**config.mk**
```make
export PLATFORM = sky130hd
export DESIGN_NAME = softmax_mul_arbiter_flat
export DESIGN_NICKNAME = d
export VERILOG_FILES = /design/src/rtl/softmax_mul_arbiter_if.sv /design/src/rtl/softmax_mul_arbiter.sv /design/src/flat_wrapper.sv
export SDC_FILE = /design/constraint.sdc
export NUM_CORES = 1
export LEC_CHECK = 0
export ABC_AREA = 1
export CAP_MARGIN = 10
export CELL_PAD_IN_SITES_DETAIL_PLACEMENT = 1
export CELL_PAD_IN_SITES_GLOBAL_PLACEMENT = 1
export CORE_AREA = 5 5 181 183
export DETAILED_ROUTE_END_ITERATION = 8
export DIE_AREA = 0 0 186 188
export PLACE_DENSITY_LB_ADDON = 0.1
export SYNTH_ARGS = -nofsm -noshare
export SYNTH_HDL_FRONTEND = slang
export SYNTH_SLANG_ARGS = --single-unit
```
**constraint.sdc**
```tcl
create_clock -name clk -period 2.04 [get_ports clk]
set_input_delay 0.408 -clock clk [delete_from_list [all_inputs] [get_ports clk]]
set_output_delay 0.408 -clock clk [all_outputs]
set_load 0.02 [all_outputs]
```
**src/rtl/softmax_mul_arbiter_if.sv**
```systemverilog
// softmax_mul_arbiter_if: requester, response and multiplier signals around the shared-multiplier arbiter.
interface softmax_mul_arbiter_if #(
    parameter int NREQ = 4,
    parameter int AW   = 32,
    parameter int BW   = 32
);
    localparam int IDW = (NREQ > 1) ? $clog2(NREQ) : 1;
    logic [NREQ-1:0]    req_valid;
    logic [NREQ*AW-1:0] req_a;
    logic [NREQ*BW-1:0] req_b;
    logic [NREQ-1:0]    req_ready;
    logic               rsp_valid;
    logic [IDW-1:0]     rsp_id;
    logic [AW+BW-1:0]   rsp_p;
    logic               rsp_err;
    logic               mul_start;
    logic [AW-1:0]      mul_a;
    logic [BW-1:0]      mul_b;
    logic               mul_busy;
    logic               mul_done;
    logic [AW+BW-1:0]   mul_p;
    logic               spurious_err;
    modport slave (
        input  req_valid, req_a, req_b, mul_busy, mul_done, mul_p,
        output req_ready, rsp_valid, rsp_id, rsp_p, rsp_err, mul_start, mul_a, mul_b, spurious_err
    );
    modport master (
        output req_valid, req_a, req_b, mul_busy, mul_done, mul_p,
        input  req_ready, rsp_valid, rsp_id, rsp_p, rsp_err, mul_start, mul_a, mul_b, spurious_err
    );
endinterface

```
**src/rtl/softmax_mul_arbiter.sv**
```systemverilog
// softmax_mul_arbiter: round-robin sharing of one start/done signed multiplier between NREQ requesters,
// with a watchdog that turns a hung multiplier into an error response.
module softmax_mul_arbiter #(
    parameter int NREQ    = 4,
    parameter int AW      = 32,
    parameter int BW      = 32,
    parameter int TIMEOUT = 64
) (
    input logic                  clk,
    input logic                  rst_n,
    softmax_mul_arbiter_if.slave bus
);
    localparam int IDW = (NREQ > 1) ? $clog2(NREQ) : 1;
    localparam int WW  = $clog2(TIMEOUT) + 1;
    typedef enum logic [1:0] {IDLE, ISSUE, WAIT} state_t;
    state_t           state_q, state_d;
    logic [IDW-1:0]   last_q, last_d, g_q, g_d, rsp_id_q, rsp_id_d, pick, jj;
    logic [WW-1:0]    wdog_q, wdog_d;
    logic [NREQ-1:0]  ready_q, ready_d;
    logic [AW-1:0]    a_q, a_d;
    logic [BW-1:0]    b_q, b_d;
    logic [AW+BW-1:0] rsp_p_q, rsp_p_d;
    logic             start_q, start_d, rsp_valid_q, rsp_valid_d, rsp_err_q, rsp_err_d, spur_q, spur_d;
    logic             found;
    int               j;
    // Scan from the farthest offset down so the nearest requester after last wins.
    always_comb begin
        found = 1'b0;
        pick  = '0;
        j     = 0;
        jj    = '0;
        for (int i = NREQ - 1; i >= 0; i--) begin
            j  = int'(last_q) + 1 + i;
            j  = (j >= NREQ) ? j - NREQ : j;
            jj = IDW'(j);
            if (bus.req_valid[jj]) begin
                found = 1'b1;
                pick  = jj;
            end
        end
    end
    always_comb begin
        state_d     = state_q;
        last_d      = last_q;
        g_d         = g_q;
        wdog_d      = wdog_q;
        a_d         = a_q;
        b_d         = b_q;
        ready_d     = '0;
        start_d     = 1'b0;
        rsp_valid_d = 1'b0;
        rsp_id_d    = rsp_id_q;
        rsp_p_d     = rsp_p_q;
        rsp_err_d   = rsp_err_q;
        spur_d      = spur_q | (bus.mul_done & (state_q != WAIT));
        case (state_q)
            IDLE: if (found) begin
                a_d     = bus.req_a[pick*AW +: AW];
                b_d     = bus.req_b[pick*BW +: BW];
                g_d     = pick;
                ready_d = NREQ'(1) << pick;
                state_d = ISSUE;
            end
            ISSUE: if (!bus.mul_busy) begin
                start_d = 1'b1;
                wdog_d  = '0;
                state_d = WAIT;
            end
            WAIT: begin
                wdog_d = wdog_q + 1'b1;
                // A done arriving on the timeout cycle still counts as a good result.
                if (bus.mul_done || wdog_q == WW'(TIMEOUT - 1)) begin
                    rsp_valid_d = 1'b1;
                    rsp_id_d    = g_q;
                    rsp_err_d   = !bus.mul_done;
                    rsp_p_d     = bus.mul_done ? bus.mul_p : '0;
                    last_d      = g_q;
                    state_d     = IDLE;
                end
            end
            default: state_d = IDLE;
        endcase
    end
    always_ff @(posedge clk or negedge rst_n) begin
        if (!rst_n) begin
            state_q     <= IDLE;
            last_q      <= IDW'(NREQ - 1);
            g_q         <= '0;
            wdog_q      <= '0;
            a_q         <= '0;
            b_q         <= '0;
            ready_q     <= '0;
            start_q     <= 1'b0;
            rsp_valid_q <= 1'b0;
            rsp_id_q    <= '0;
            rsp_p_q     <= '0;
            rsp_err_q   <= 1'b0;
            spur_q      <= 1'b0;
        end else begin
            state_q     <= state_d;
            last_q      <= last_d;
            g_q         <= g_d;
            wdog_q      <= wdog_d;
            a_q         <= a_d;
            b_q         <= b_d;
            ready_q     <= ready_d;
            start_q     <= start_d;
            rsp_valid_q <= rsp_valid_d;
            rsp_id_q    <= rsp_id_d;
            rsp_p_q     <= rsp_p_d;
            rsp_err_q   <= rsp_err_d;
            spur_q      <= spur_d;
        end
    end
    assign bus.req_ready    = ready_q;
    assign bus.mul_start    = start_q;
    assign bus.mul_a        = a_q;
    assign bus.mul_b        = b_q;
    assign bus.rsp_valid    = rsp_valid_q;
    assign bus.rsp_id       = rsp_id_q;
    assign bus.rsp_p        = rsp_p_q;
    assign bus.rsp_err      = rsp_err_q;
    assign bus.spurious_err = spur_q;
endmodule
```
**src/flat_wrapper.sv**
```systemverilog
// flat-port wrapper written by rule: the top's interface ports become plain ports
module softmax_mul_arbiter_flat 
#(
    parameter int NREQ    = 4,
    parameter int AW      = 32,
    parameter int BW      = 32,
    parameter int TIMEOUT = 64
)
  (clk, rst_n, bus_req_valid, bus_req_a, bus_req_b, bus_mul_busy, bus_mul_done, bus_mul_p, bus_req_ready, bus_rsp_valid, bus_rsp_id, bus_rsp_p, bus_rsp_err, bus_mul_start, bus_mul_a, bus_mul_b, bus_spurious_err);
  softmax_mul_arbiter_if #(.NREQ(NREQ), .AW(AW), .BW(BW)) bus_i ();
  input logic clk;
  input logic rst_n;
  input wire logic [$bits(bus_i.req_valid)-1:0] bus_req_valid;
  input wire logic [$bits(bus_i.req_a)-1:0] bus_req_a;
  input wire logic [$bits(bus_i.req_b)-1:0] bus_req_b;
  input wire logic [$bits(bus_i.mul_busy)-1:0] bus_mul_busy;
  input wire logic [$bits(bus_i.mul_done)-1:0] bus_mul_done;
  input wire logic [$bits(bus_i.mul_p)-1:0] bus_mul_p;
  output wire logic [$bits(bus_i.req_ready)-1:0] bus_req_ready;
  output wire logic [$bits(bus_i.rsp_valid)-1:0] bus_rsp_valid;
  output wire logic [$bits(bus_i.rsp_id)-1:0] bus_rsp_id;
  output wire logic [$bits(bus_i.rsp_p)-1:0] bus_rsp_p;
  output wire logic [$bits(bus_i.rsp_err)-1:0] bus_rsp_err;
  output wire logic [$bits(bus_i.mul_start)-1:0] bus_mul_start;
  output wire logic [$bits(bus_i.mul_a)-1:0] bus_mul_a;
  output wire logic [$bits(bus_i.mul_b)-1:0] bus_mul_b;
  output wire logic [$bits(bus_i.spurious_err)-1:0] bus_spurious_err;
  assign bus_i.req_valid = bus_req_valid;
  assign bus_i.req_a = bus_req_a;
  assign bus_i.req_b = bus_req_b;
  assign bus_i.mul_busy = bus_mul_busy;
  assign bus_i.mul_done = bus_mul_done;
  assign bus_i.mul_p = bus_mul_p;
  assign bus_req_ready = bus_i.req_ready;
  assign bus_rsp_valid = bus_i.rsp_valid;
  assign bus_rsp_id = bus_i.rsp_id;
  assign bus_rsp_p = bus_i.rsp_p;
  assign bus_rsp_err = bus_i.rsp_err;
  assign bus_mul_start = bus_i.mul_start;
  assign bus_mul_a = bus_i.mul_a;
  assign bus_mul_b = bus_i.mul_b;
  assign bus_spurious_err = bus_i.spurious_err;
  softmax_mul_arbiter #(.NREQ(NREQ), .AW(AW), .BW(BW), .TIMEOUT(TIMEOUT)) u_core (.clk(clk), .rst_n(rst_n), .bus(bus_i));
endmodule
```
* Word-level counts from Yosys, hierarchy flattened
Index checks and enable logic that the tools add are counted.
** Word-level totals
- Bits in registers :: 151
- Input port bits :: 328
** Operators by class
- Add/sub/neg operators :: 9
- Magnitude comparators :: 8
- Equality and inequality tests :: 7
- Shift operators :: 3
- Muxes and demuxes :: 33
- Bitwise operators :: 2
- Reductions and logical operators :: 8
** Operators by type and width (count)
- variable part select 128 x 8 -> 32 bit :: 2
- greater-or-equal comparator 32 x 4 -> 1 bit, second input constant :: 2
- 2-to-1 mux 64 bit :: 1
- 2-to-1 mux 2 bit :: 11
- one-hot mux 7 bit (2 select lines) :: 1
- < comparator 2 x 3 -> 1 bit, second input constant :: 4
- 2-to-1 mux 1 bit :: 12
- adder 3 x 2 -> 4 bit, second input constant :: 2
- binary-select mux 1 bit (select 2 bit) :: 4
- 2-to-1 mux 4 bit :: 2
- subtractor 2 x 1 -> 2 bit, second input constant :: 4
- adder 7 x 1 -> 7 bit, second input constant :: 1
- equality test 7 x 6 -> 1 bit, second input constant :: 1
- 2-to-1 mux 7 bit :: 1
- one-hot mux 2 bit (3 select lines) :: 1
- AND reduction 2 bit :: 3
- adder 3 x 1 -> 4 bit, second input constant :: 1
- greater-or-equal comparator 4 x 3 -> 1 bit, second input constant :: 1
- != test 2 x 1 -> 1 bit, second input constant :: 2
- != test 2 bit, second input constant :: 2
- << shifter 1 x 2 -> 4 bit, first input constant :: 1
- adder 2 x 1 -> 3 bit, second input constant :: 1
- greater-or-equal comparator 3 bit, second input constant :: 1
- AND reduction 3 bit :: 1
- other kinds (8) :: 8

* Longest topological paths before layout
Gate-level depths: netlist (run 1).
- Depth in word-level cells :: 13
- Gate-level depth with buffers :: 16
- Gate-level depth less buffers :: 13

* Least setup slack after synthesis (run 1)
No wires, ideal clock.
- Kind :: reg-to-reg
- From :: register u_core.last_q[0]
- To :: register u_core.a_q[0] (netlist: u_core.bus.mul_a[0])
- Library setup time :: 0.118 ns
- Arrival time :: 1.720 ns
- Required time :: 1.922 ns
- Setup slack :: 0.202 ns
- Cell stages (with the launch flop) :: 15
- Path buffers :: 3
- Clock period less this slack :: 1.838 ns
- Cells stage by stage :: dfstp_2 > buf_6 > inv_6 > nand2_1 > nand2_1 > nand2_1 > nand2_2 > inv_4 > nand3_2 > buf_4 > buf_2 > nand3_1 > nand3_1 > nand3_1 > nand2_1
** Between the ends
- Longest elaborated chain between the ends :: 11
** Ends and longest elaborated chain
- from (decl) :: line softmax_mul_arbiter.sv:17 : logic [IDW-1:0] last_q, last_d, g_q, g_d, rsp_id_q, rsp_id_d, pick, jj;
- from (signal assigned) :: line softmax_mul_arbiter.sv:87 : last_q <= IDW'(NREQ - 1);
- from (signal assigned) :: line softmax_mul_arbiter.sv:101 : last_q <= last_d;
- adder 2 x 1 -> 3 bit * :: line softmax_mul_arbiter.sv:33 : j = int'(last_q) + 1 + i;
- parallel branches: the longest is 10 deep, another holds greater-or-equal comparator 32 x 4 -> 1 bit
- to (signal assigned) :: line softmax_mul_arbiter.sv:90 : a_q <= '0;
- to (signal assigned) :: line softmax_mul_arbiter.sv:104 : a_q <= a_d;
- to (decl) :: line softmax_mul_arbiter.sv:20 : logic [AW-1:0] a_q, a_d;
Mark *: on every way between the ends. The select of a mux whose other input is x is not followed.
A chain may end at the register's enable or synchronous reset.

* Worst setup path in the final report (run 1)
- From :: register u_core.last_q[0]
- To :: register u_core.b_q[5] (netlist: u_core.bus.mul_b[5])
** Between the ends
- Longest elaborated chain between the ends :: 11
** Ends and longest elaborated chain
- adder 2 x 1 -> 3 bit * :: line softmax_mul_arbiter.sv:33
- parallel branches: the longest is 10 deep, another holds greater-or-equal comparator 32 x 4 -> 1 bit
- to (signal assigned) :: line softmax_mul_arbiter.sv:91 : b_q <= '0;
- to (signal assigned) :: line softmax_mul_arbiter.sv:105 : b_q <= b_d;
- to (decl) :: line softmax_mul_arbiter.sv:21 : logic [BW-1:0] b_q, b_d;
Marks and branches as above.

==> metrics.md, run 1 <==
| Metric | Value |
|---|---|
| Mapped Cells | 1009 |
| DRT antenna net count | 0 |
| Synth Register Bits | 151 |
| DIE AREA | 0.0350 mm2 |
| Sequential area share after synthesis | 0.462 |
| Slew margin rel. | 0.635 |
| Count leader, synth | nand3_1 |
| Main synth FF type | dfrtp_1 |
| Asr flop ratio synth | 1.00 |
| IO Pins | 466 |
| Area growth, synth to finish | 91.2% |
| Warnings from Yosys | 0 |
| GR Util All Layers | 0.228 |
| CTS Buf Count | 17 |
| # rows | 65 |
| H-tree depth | 4 |
| Most common library cells after synthesis | 392 x nand3_1, 236 x nand2_1, 149 x dfrtp_1 |
| Fmax | 482 MHz |
| Clk Latency, worst-skew pair | 0.43 ns |
| Final Power | 31.9 mW |
| PortBufs | 465 |
| Post-synth EDFFs | 0 |
| Tmin final | 2.07 ns |
| Share of cells above drive strength 1 | 0.169 |
| RSZ-0062 raised after global routing | true |
| Period utilisation layout | 1.02 |
| Post-synth cell types | 29 |
| Fin worst setup slack | -0.0346 ns |
| Type of the worst min-delay path | in -> async |
| Critical Path AT | 2.39 ns |
| Clk slew on worst S/H paths | 0.07 ns |
| Syn nets | 1338 |
| Setup crit end kind | register |
| Leak | 7.02 nW |
| Worst VDD drop | 1.18 mV |
| Final nets | 1845 |
| Crit path launch type | register |
| Synth area leader | dfrtp_1 |
| Core area | 0.0311 mm2 |
| Mapped cell area | 0.00819 mm2 |
| Post-Syn Area per Cell | 8.12 um2 |
| CTS tree | built |
| Vias | 9822 |
| Critical-path top delay cell | dfstp_2 |
| HPWL Detailed | 30.1 mm |
| First-pass GRT wire length | 61.3 mm |
| DRC errors left | 0 |
| Remaining global-route overflow | 0 |
| Initial DRC count | 572 |
| Horiz. Die Dim | 186 um |
| Crit path max fanout | 9 |
| Worst slew pin tran | 0.548 ns |
| Fin util | 0.504 |
| Count of pins over their slew limit | 0 |
| Worst path required time | 2.36 ns |
| CP bufs+invs | 4 |
| Post-synth top area share | 0.455 |
| Kind of critical path | reg -> reg |
| Synth area leaders | dfrtp_1 46%, nand3_1 24%, nand2_1 11%, a22o_1 6.8%, buf_2 2.9% |
| Non-Filler Cell Area, Final | 0.0157 mm2 |
| CTS sink cnt | 151 |
| Failing checks | setup timing |
| CP delay by family, top | simple AND/OR/NAND/NOR gates |
| Skew final | 0.0105 ns |
| Max-cap violations | 0 |
| DRT Pass-1 Iters | 4 |
| Number of global-route vias before repair | 10100 |
| Routability cong. | 0.836 |
| Initial Utilization | 0.264 |
| Power Dens Cells | 2040 mW/mm2 |
| Via density | 5.07 |
| Initial antenna violation count | 6 |
| Drt total wl | 45.4 mm |
| Longest Clk Path Bufs | 2 |
| Clk root buf | clkbuf_16 |
| Final Hold Fails | 0 |
| Die height | 188 um |
| Largest net degree at the start of global routing | 67 |
| Crit-path max cell delay | 0.61 ns |
| CP cell instances | buf_6, nand2_1, nand2_2, nand2_2, nand2_2, inv_4, nand2_4, nand2_8, buf_12, clkbuf_16, nand3_1, nand3_1, nand3_1, nand2_1 |
| Run status | finished with violations |
| Routed length per instance | 23.4 um |
| Placed cell area | 0.0137 mm2 |
| Final Setup Violations | 18 |
placed cells by master, fill, tap and decap left out, drive strengths merged, types with 6 or more instances in the layout:
| master | instances |
|---|---|
| nor2 | 20 |
| nand2 | 257 |
| clkdlybuf4s50 | 464 |
| diode | 6 |
| buf | 93 |
| a22o | 64 |
| nand3 | 395 |
| inv | 22 |
| o21ai | 7 |
| dfrtp | 149 |
| clkbuf | 40 |
layout make-up:
cell class                 instances  area, um2
clock buffer                      21        460
timing repair inverter             1       8.76
sequential                       151       3780
inverter                          17       87.6
multi-input combinational        751       4200
antenna                            6       15.0
tap                              402        503
fill                            3496      15400
timing repair buffer             577       6470
clock inverter                    11        136
layer usage:
layer,part of all wire,vias to the layer above,GRT usage
met2,0.50,381,0.390
li1,-,4522,-
met5,0,-,0
met4,0.025,0,0.0706
met1,0.40,4861,0.280
met3,0.076,58,0.0586
through the flow:
step,std cells,setup WS (ns),hold WS (ns),setup TNS [ns]
after floorplan,1009,0.202,0.112,0
after global placement,1855,-0.215,0.380,-13.34
after detailed placement,1855,-0.254,0.394,-16.07
after CTS,1896,-0.0217,0.482,-0.113
after global routing,1937,-0.163,0.493,-7.30
final,1937,-0.0346,0.467,-0.190
cell families (layout without fill, tap and decap cells):
kind of cell	Yosys count	count (layout)	share of synthesized area
fa+ha+maj	1	1	0.00153
buf+inv	107	627	0.0785
flops	151	151	0.462
other cells	0	6	0
mux	1	1	0.00137
compound gates	74	74	0.0752
simple gates	675	675	0.382
worst register-to-register path, cell delays in order (launching register included):
cell and delay (ns):
dfstp_2 0.61, buf_6 0.12, nand2_1 0.05, nand2_2 0.11, nand2_2 0.08, nand2_2 0.09
inv_4 0.06, nand2_4 0.11, nand2_8 0.09, buf_12 0.17, clkbuf_16 0.19, nand3_1 0.07
nand3_1 0.08, nand3_1 0.10, nand2_1 0.06
path summary, 6_finish.rpt:
check / start / endpoint / slack (ns) / cells past startpoint
setup reg to reg: u_core.last_q[0]$_DFFE_PN1P_ / u_core.bus.mul_b[5]$_DFFE_PN0P_ / -0.03 / 14
min in group clk: u_core.bus.mul_b[28]$_DFFE_PN0P_ / u_core.bus.mul_b[28]$_DFFE_PN0P_ / 0.48 / 2
max in group asynchronous: rst_n / u_core.wdog_q[5]$_DFFE_PN0P_ / 0.93 / 3
setup / recovery: u_core.last_q[0]$_DFFE_PN1P_ / u_core.bus.mul_b[5]$_DFFE_PN0P_ / -0.03 / 14
hold / removal: rst_n / u_core.bus.mul_a[2]$_DFFE_PN0P_ / 0.47 / 2
hold reg to reg: u_core.bus.mul_b[28]$_DFFE_PN0P_ / u_core.bus.mul_b[28]$_DFFE_PN0P_ / 0.48 / 2
power breakdown:
part / switching (mW) / total (mW) / internal, mW
clock network: 1.39 / 3.28 / 1.89
logic: 12.6 / 23.2 / 10.7
registers: 0.873 / 5.35 / 4.48
total: 14.8 / 31.9 / 17.1
state kept, by name, summed over array words and instances (netlist names):
name and count:
u_core.bus.rsp_err 1, u_core.bus.rsp_id 2, u_core.g_q 2, u_core.bus.rsp_p 64, u_core.bus.rsp_valid 1, u_core.state_q 2
u_core.bus.mul_start 1, u_core.bus.mul_b 32, u_core.bus.spurious_err 1, u_core.bus.req_ready 4, u_core.bus.mul_a 32, u_core.last_q 2
u_core.wdog_q 7
timing repair:
item / 4_1_cts / 5_1_grt
gates cloned: 4 / 27
gates resized for setup: 31 / 98
pin swaps: 0 / 21
buffers inserted: 4 / 9
hold buffers: 1 / 0
hold endpoints to repair: 39 / 0
setup endpoints to repair: 63 / 138
Note: power is estimated with default switching activity, not from simulation.
==> inputs of run 2 (changes only) <==
--- a/config.mk
+++ b/config.mk
@@ -12,7 +12,7 @@
 export CORE_AREA = 5 5 181 183
 export DETAILED_ROUTE_END_ITERATION = 8
 export DIE_AREA = 0 0 186 188
-export PLACE_DENSITY_LB_ADDON = 0.1
+export PLACE_DENSITY = 0.91
 export SYNTH_ARGS = -nofsm -noshare
 export SYNTH_HDL_FRONTEND = slang
 export SYNTH_SLANG_ARGS = --single-unit
==> constraint.sdc (replaced) <==
create_clock -name clk -period 2.04 [get_ports clk]
set_input_delay 0.408 -clock clk [delete_from_list [all_inputs] [get_ports clk]]
set_output_delay 0.408 -clock clk [all_outputs]
set_load 0.1 [all_outputs]
==> run 2 against run 1 <==
  * The run still ends with setup timing left
  * Utilization shrank 1.8 points
  * First-iteration DRC count shrank 4.5%
  * Maximum frequency shrank 5.5%
  * Count of clock-buffer cells in the layout shrank 2
  * Critical path type unchanged
==> metrics.md, run 2 (synthesis results as in run 1) <==
| Metric | Value |
|---|---|
| Worst R2R Start | u_core.last_q[0]$_DFFE_PN1P_ |
| Final Setup Violations | 70 |
| Inst Count DP | 1854 |
| Failing checks | setup timing |
| PortBufs | 465 |
| Detail Route met2 WL | 22.8 mm |
| Die height | 188 um |
| CTS sink cnt | 151 |
| Clk Latency, worst-skew pair | 0.42 ns |
| Routability cong. | 0.870 |
| Most used cell, CP | nand2_4 |
| CTS tree | built |
| Routed length per instance | 23.4 um |
| Setup crit end kind | register |
| Largest register FFs | 64 |
| Max-cap violations | 0 |
| Area growth, synth to finish | 84.4% |
| Clk slew on worst S/H paths | 0.07 ns |
| Initial Utilization | 0.264 |
| Fmax | 456 MHz |
| Vias | 10100 |
| Via density | 5.21 |
| Initial DRC count | 546 |
| Post-route insts no fill | 1932 |
| Most frequent cells in the layout | 345 x nand3_1, 326 x clkdlybuf4s50_1, 210 x nand2_1, 187 x buf_4, 149 x dfrtp_1 |
| Period utilisation layout | 1.08 |
| Critical path startpoint | u_core.last_q[0]$_DFFE_PN1P_ |
| Horiz. Die Dim | 186 um |
| H-tree depth | 4 |
| HPWL Detailed | 30.3 mm |
| Share of cells above drive strength 1 | 0.262 |
| First-pass GRT wire length | 62.1 mm |
| Met3 Wirelength | 3.79 mm |
| Kind of critical path | reg -> reg |
| DRT Pass-1 Iters | 5 |
| Final nets | 1845 |
| Place WS | -0.362 ns |
| # rows | 65 |
| Worst path required time | 2.34 ns |
| Fin worst setup slack | -0.155 ns |
| Initial antenna violation count | 2 |
| Crit path max fanout | 15 |
| Tmin final | 2.20 ns |
| Commonest non-fill, non-tap cell in the layout | nand3_1 |
| CP delay by family, top | simple AND/OR/NAND/NOR gates |
| Final Hold Fails | 0 |
| Type of the worst min-delay path | in -> async |
| Largest net degree at the start of global routing | 67 |
| Wl on met1 | 17.3 mm |
| RSZ-0062 raised after global routing | true |
| Crit path launch type | register |
| Drt total wl | 45.2 mm |
| DIE AREA | 0.0350 mm2 |
| Critical Path AT | 2.50 ns |
| Critical-path top delay cell | dfstp_2 |
| Count of pins over their slew limit | 0 |
| Slew margin rel. | 0.742 |
| DRC errors left | 0 |
| Longest Clk Path Bufs | 2 |
| CP cell instances | buf_12, inv_12, nand2_4, nand2_4, nand2_4, nand2_4, nand2_4, nand3_4, buf_12, buf_12, nand3_1, nand3_1, nand3_1, nand2_1 |
| Crit-path max cell delay | 0.60 ns |
| IO Pins | 466 |
| GR Util All Layers | 0.227 |
| Highest metal used | met5 |
| Number of global-route vias before repair | 10700 |
| DRT antenna net count | 0 |
| Run status | finished with violations |
| CTS Buf Count | 17 |
| Core area | 0.0311 mm2 |
| CP bufs+invs | 4 |
| Remaining global-route overflow | 0 |
| Clk root buf | clkbuf_16 |
| Skew final | 0.00935 ns |
| Worst slew pin tran | 0.387 ns |
run 2: cell count changes in the layout (fill, tap and decap cells not counted), moves of 4 or more:
cell and delta:
clkbuf_16 -9, nand2_4 +7, nand2_1 -4, clkdlybuf4s50_1 -138
diode_2 -5, buf_6 -5, buf_4 +156
run 2: routing by layer:
metal  vias up  track usage
met5         -            0
met4         2       0.0732
met3        79       0.0607
met2       484        0.402
met1      4984        0.264
li1       4519            -
run 2: final timing paths:
check	endpoint	slack, ns	cells past startpoint
setup / recovery	u_core.bus.mul_a[21]$_DFFE_PN0P_	-0.16	14
min in group clk	u_core.bus.mul_a[28]$_DFFE_PN0P_	0.49	2
max in group asynchronous	u_core.bus.mul_b[22]$_DFFE_PN0P_	0.93	3
setup reg to reg	u_core.bus.mul_a[21]$_DFFE_PN0P_	-0.16	14
hold / removal	u_core.bus.rsp_p[11]$_DFFE_PN0P_	0.46	2
hold reg to reg	u_core.bus.mul_a[28]$_DFFE_PN0P_	0.49	2
run 2: worst register-to-register path, cell delays in order (launching register included):
cell and delay, ns:
dfstp_2 0.60, buf_12 0.13, inv_12 0.05, nand2_4 0.07
nand2_4 0.08, nand2_4 0.10, nand2_4 0.05, nand2_4 0.10
nand3_4 0.15, buf_12 0.20, buf_12 0.18, nand3_1 0.09
nand3_1 0.10, nand3_1 0.11, nand2_1 0.06
run 2: stage by stage:
stage / util / hold slack [ns] / instance area (um2) / setup TNS, ns
2_1_floorplan: - / 0.112 / 8190 / 0
3_3_place_gp: 0.429 / 0.341 / 13300 / -14.75
3_5_place_dp: 0.429 / 0.345 / 13300 / -18.50
4_1_cts: 0.459 / 0.449 / 14300 / -2.42
5_1_grt: 0.486 / 0.465 / 15100 / -12.68
6_report: 0.486 / 0.457 / 15100 / -6.08
run 2: cell type report:
class	count	area, um2
clock buffer	19	433
inverter	17	105
timing repair buffer	578	5900
multi-input combinational	751	4250
antenna	1	2.50
sequential	151	3780
tap	402	503
clock inverter	13	136
fill	3556	16000
run 2: timing repair:
action / in CTS / in global routing
pin swaps: 3 / 25
cloned: 3 / 14
hold buffers: 1 / 0
endpoints found under the hold margin: 32 / 0
gates resized for setup: 47 / 93
endpoints found under the setup margin: 67 / 138
setup buffers: 9 / 20
Power of run 2 is not shown: default switching activity piles up to over one toggle a cycle in this logic, so the estimate is an artifact.
==> inputs of run 3 (changes only) <==
--- a/config.mk
+++ b/config.mk
@@ -6,13 +6,13 @@
 export NUM_CORES = 1
 export LEC_CHECK = 0
 export ABC_AREA = 1
-export CAP_MARGIN = 10
+export CAP_MARGIN = 0
 export CELL_PAD_IN_SITES_DETAIL_PLACEMENT = 1
 export CELL_PAD_IN_SITES_GLOBAL_PLACEMENT = 1
-export CORE_AREA = 5 5 181 183
+export CORE_AREA = 5 5 180 182
 export DETAILED_ROUTE_END_ITERATION = 8
-export DIE_AREA = 0 0 186 188
-export PLACE_DENSITY = 0.91
+export DIE_AREA = 0 0 185 187
+export PLACE_DENSITY = 0.92
 export SYNTH_ARGS = -nofsm -noshare
 export SYNTH_HDL_FRONTEND = slang
 export SYNTH_SLANG_ARGS = --single-unit
==> constraint.sdc (replaced) <==
create_clock -name clk -period 2.8 [get_ports clk]
set_input_delay 0.56 -clock clk [delete_from_list [all_inputs] [get_ports clk]]
set_output_delay 0.56 -clock clk [all_outputs]
set_load 0.1 [all_outputs]
==> run 3 against run 2 <==
  * The run now ends clean
  * Sequential share of layout area increased by 3.0 points
  * Global-route usage decreased by 0.38 points
  * Critical endpoint is now u_core.bus.rsp_p[52]$_DFFE_PN0P_
  * Critical path depth shrank 2
  * Non-clock buffer count shrank 82
  * Wire length decreased by 11%
  * Clock skew increased by 0.0064 ns
  * Maximum frequency down 10%
  * Register-to-register slack better by 0.51 ns
  * Worst setup slack gained 0.51 ns
  * Count of clock-buffer cells in the layout shrank 2
  * Utilization shrank 4.2 points
  * Flip-flop and latch count is the same
==> metrics.md, run 3 (synthesis results as in run 1) <==
| Metric | Value |
|---|---|
| Initial Utilization | 0.269 |
| CTS Buf Count | 17 |
| Crit path max fanout | 56 |
| First-pass GRT wire length | 61.3 mm |
| Count of pins over their slew limit | 0 |
| Drt total wl | 40.2 mm |
| Period utilisation layout | 0.872 |
| Critical-path top delay cell | dfrtp_1 |
| DRT antenna net count | 0 |
| Max-cap violations | 0 |
| Fmax | 409 MHz |
| Via density | 5.16 |
| CTS tree | built |
| FF-to-FF setup slack | 0.36 ns |
| Share of cells above drive strength 1 | 0.166 |
| Clk slew on worst S/H paths | 0.08 ns |
| DRT Pass-1 Iters | 7 |
| Largest net degree at the start of global routing | 78 |
| Slew margin rel. | 0.544 |
| Number of global-route vias before repair | 10500 |
| Longest Clk Path Bufs | 2 |
| Final Setup Violations | 0 |
| Sum Neg Setup Slack | 0 ns |
| # hold bufs at CTS | 1 |
| Routed length per instance | 21.7 um |
| Die height | 187 um |
| PortBufs | 465 |
| # rows | 64 |
| Area growth, synth to finish | 65.0% |
| IO Pins | 466 |
| Final Hold Fails | 0 |
| Worst slew pin tran | 0.684 ns |
| Initial antenna violation count | 8 |
| Vias | 9531 |
| Most used cell, CP | nand2_1 |
| Core area | 0.0304 mm2 |
| HPWL Detailed | 30.0 mm |
| Crit path launch type | register |
| Critical Path AT | 2.75 ns |
| Postcts setup bufs | 0 |
| Initial DRC count | 409 |
| CTS sink cnt | 151 |
| Worst path required time | 3.11 ns |
| Most frequent cells in the layout | 392 x nand3_1, 326 x clkdlybuf4s50_1, 234 x nand2_1, 152 x buf_4, 149 x dfrtp_1 |
| Area of the multi-input gates | 0.00379 mm2 |
| DIE AREA | 0.0346 mm2 |
| Largest register FFs | 64 |
| Skew final | 0.0158 ns |
| Final nets | 1763 |
| Commonest non-fill, non-tap cell in the layout | nand3_1 |
| Number of fillers in the final layout | 3602 |
| Horiz. Die Dim | 185 um |
| RSZ-0062 raised after global routing | false |
| Post_cts resized | 0 |
| Crit-path max cell delay | 0.40 ns |
| DRC errors left | 0 |
| Routability cong. | 0.907 |
| Register area | 0.00378 mm2 |
| CP cell instances | ha_1, nand2_1, nor2_1, inv_1, nor2_2, nand2_1, nor2_1, nand2_1, nand2_2, inv_2, buf_4, a22o_1 |
| Run status | finished, final reports clean |
| Clk Latency, worst-skew pair | 0.43 ns |
| Setup crit end kind | register |
| Kind of critical path | reg -> reg |
| Type of the worst min-delay path | reg -> reg |
| Clk root buf | clkbuf_16 |
| H-tree depth | 4 |
| GR Util All Layers | 0.223 |
| Remaining global-route overflow | 0 |
| Tmin final | 2.44 ns |
run 3: critical path: cells and delay by family (launching register included):
kind	cells	cell delay (ns)
DFF	1	0.40
buffers and inverters	3	0.55
adders and majority gates	1	0.19
and+or+nand+nor	7	0.87
AOI/OAI and AO/OA	1	0.27
run 3: layout make-up:
cell class                 instances  share of cell area
antenna                            5            0.000926
clock buffer                      17              0.0315
clock inverter                    15              0.0137
inverter                          17             0.00528
multi-input combinational        751               0.281
sequential                       151               0.280
tap                              396              0.0367
timing repair buffer             496               0.351
run 3: path summary, 6_finish.rpt:
| path | start | end | cells past startpoint |
|---|---|---|---|
| max | u_core.wdog_q[0]$_DFFE_PN0P_ | u_core.bus.rsp_p[52]$_DFFE_PN0P_ | 12 |
| min | u_core.bus.mul_a[12]$_DFFE_PN0P_ | u_core.bus.mul_a[12]$_DFFE_PN0P_ | 2 |
| max reg2reg | u_core.wdog_q[0]$_DFFE_PN0P_ | u_core.bus.rsp_p[52]$_DFFE_PN0P_ | 12 |
| min reg2reg | u_core.bus.mul_a[12]$_DFFE_PN0P_ | u_core.bus.mul_a[12]$_DFFE_PN0P_ | 2 |
| max in group asynchronous | rst_n | u_core.last_q[0]$_DFFE_PN1P_ | 3 |
| min in group asynchronous | rst_n | u_core.bus.rsp_p[8]$_DFFE_PN0P_ | 2 |
run 3: metal layers:
layer	vias to the layer above	track usage	wire length (um)
met5	-	0	21
met4	4	0.0912	1510
met3	78	0.0766	3700
met2	415	0.391	20200
met1	4691	0.245	14800
li1	4343	-	-
run 3: per-stage QoR:
stage	cell area, um2	cells	setup WS (ns)	util	hold WS [ns]
after detailed placement	12900	1810	0.167	0.423	0.450
final	13500	1848	0.358	0.444	0.485
after floorplan	8190	1009	0.961	-	0.264
after CTS	13500	1843	0.379	0.444	0.487
after global routing	13500	1848	0.159	0.444	0.496
after global placement	12900	1810	0.271	0.423	0.445
Power of run 3 is left out for the same reason.
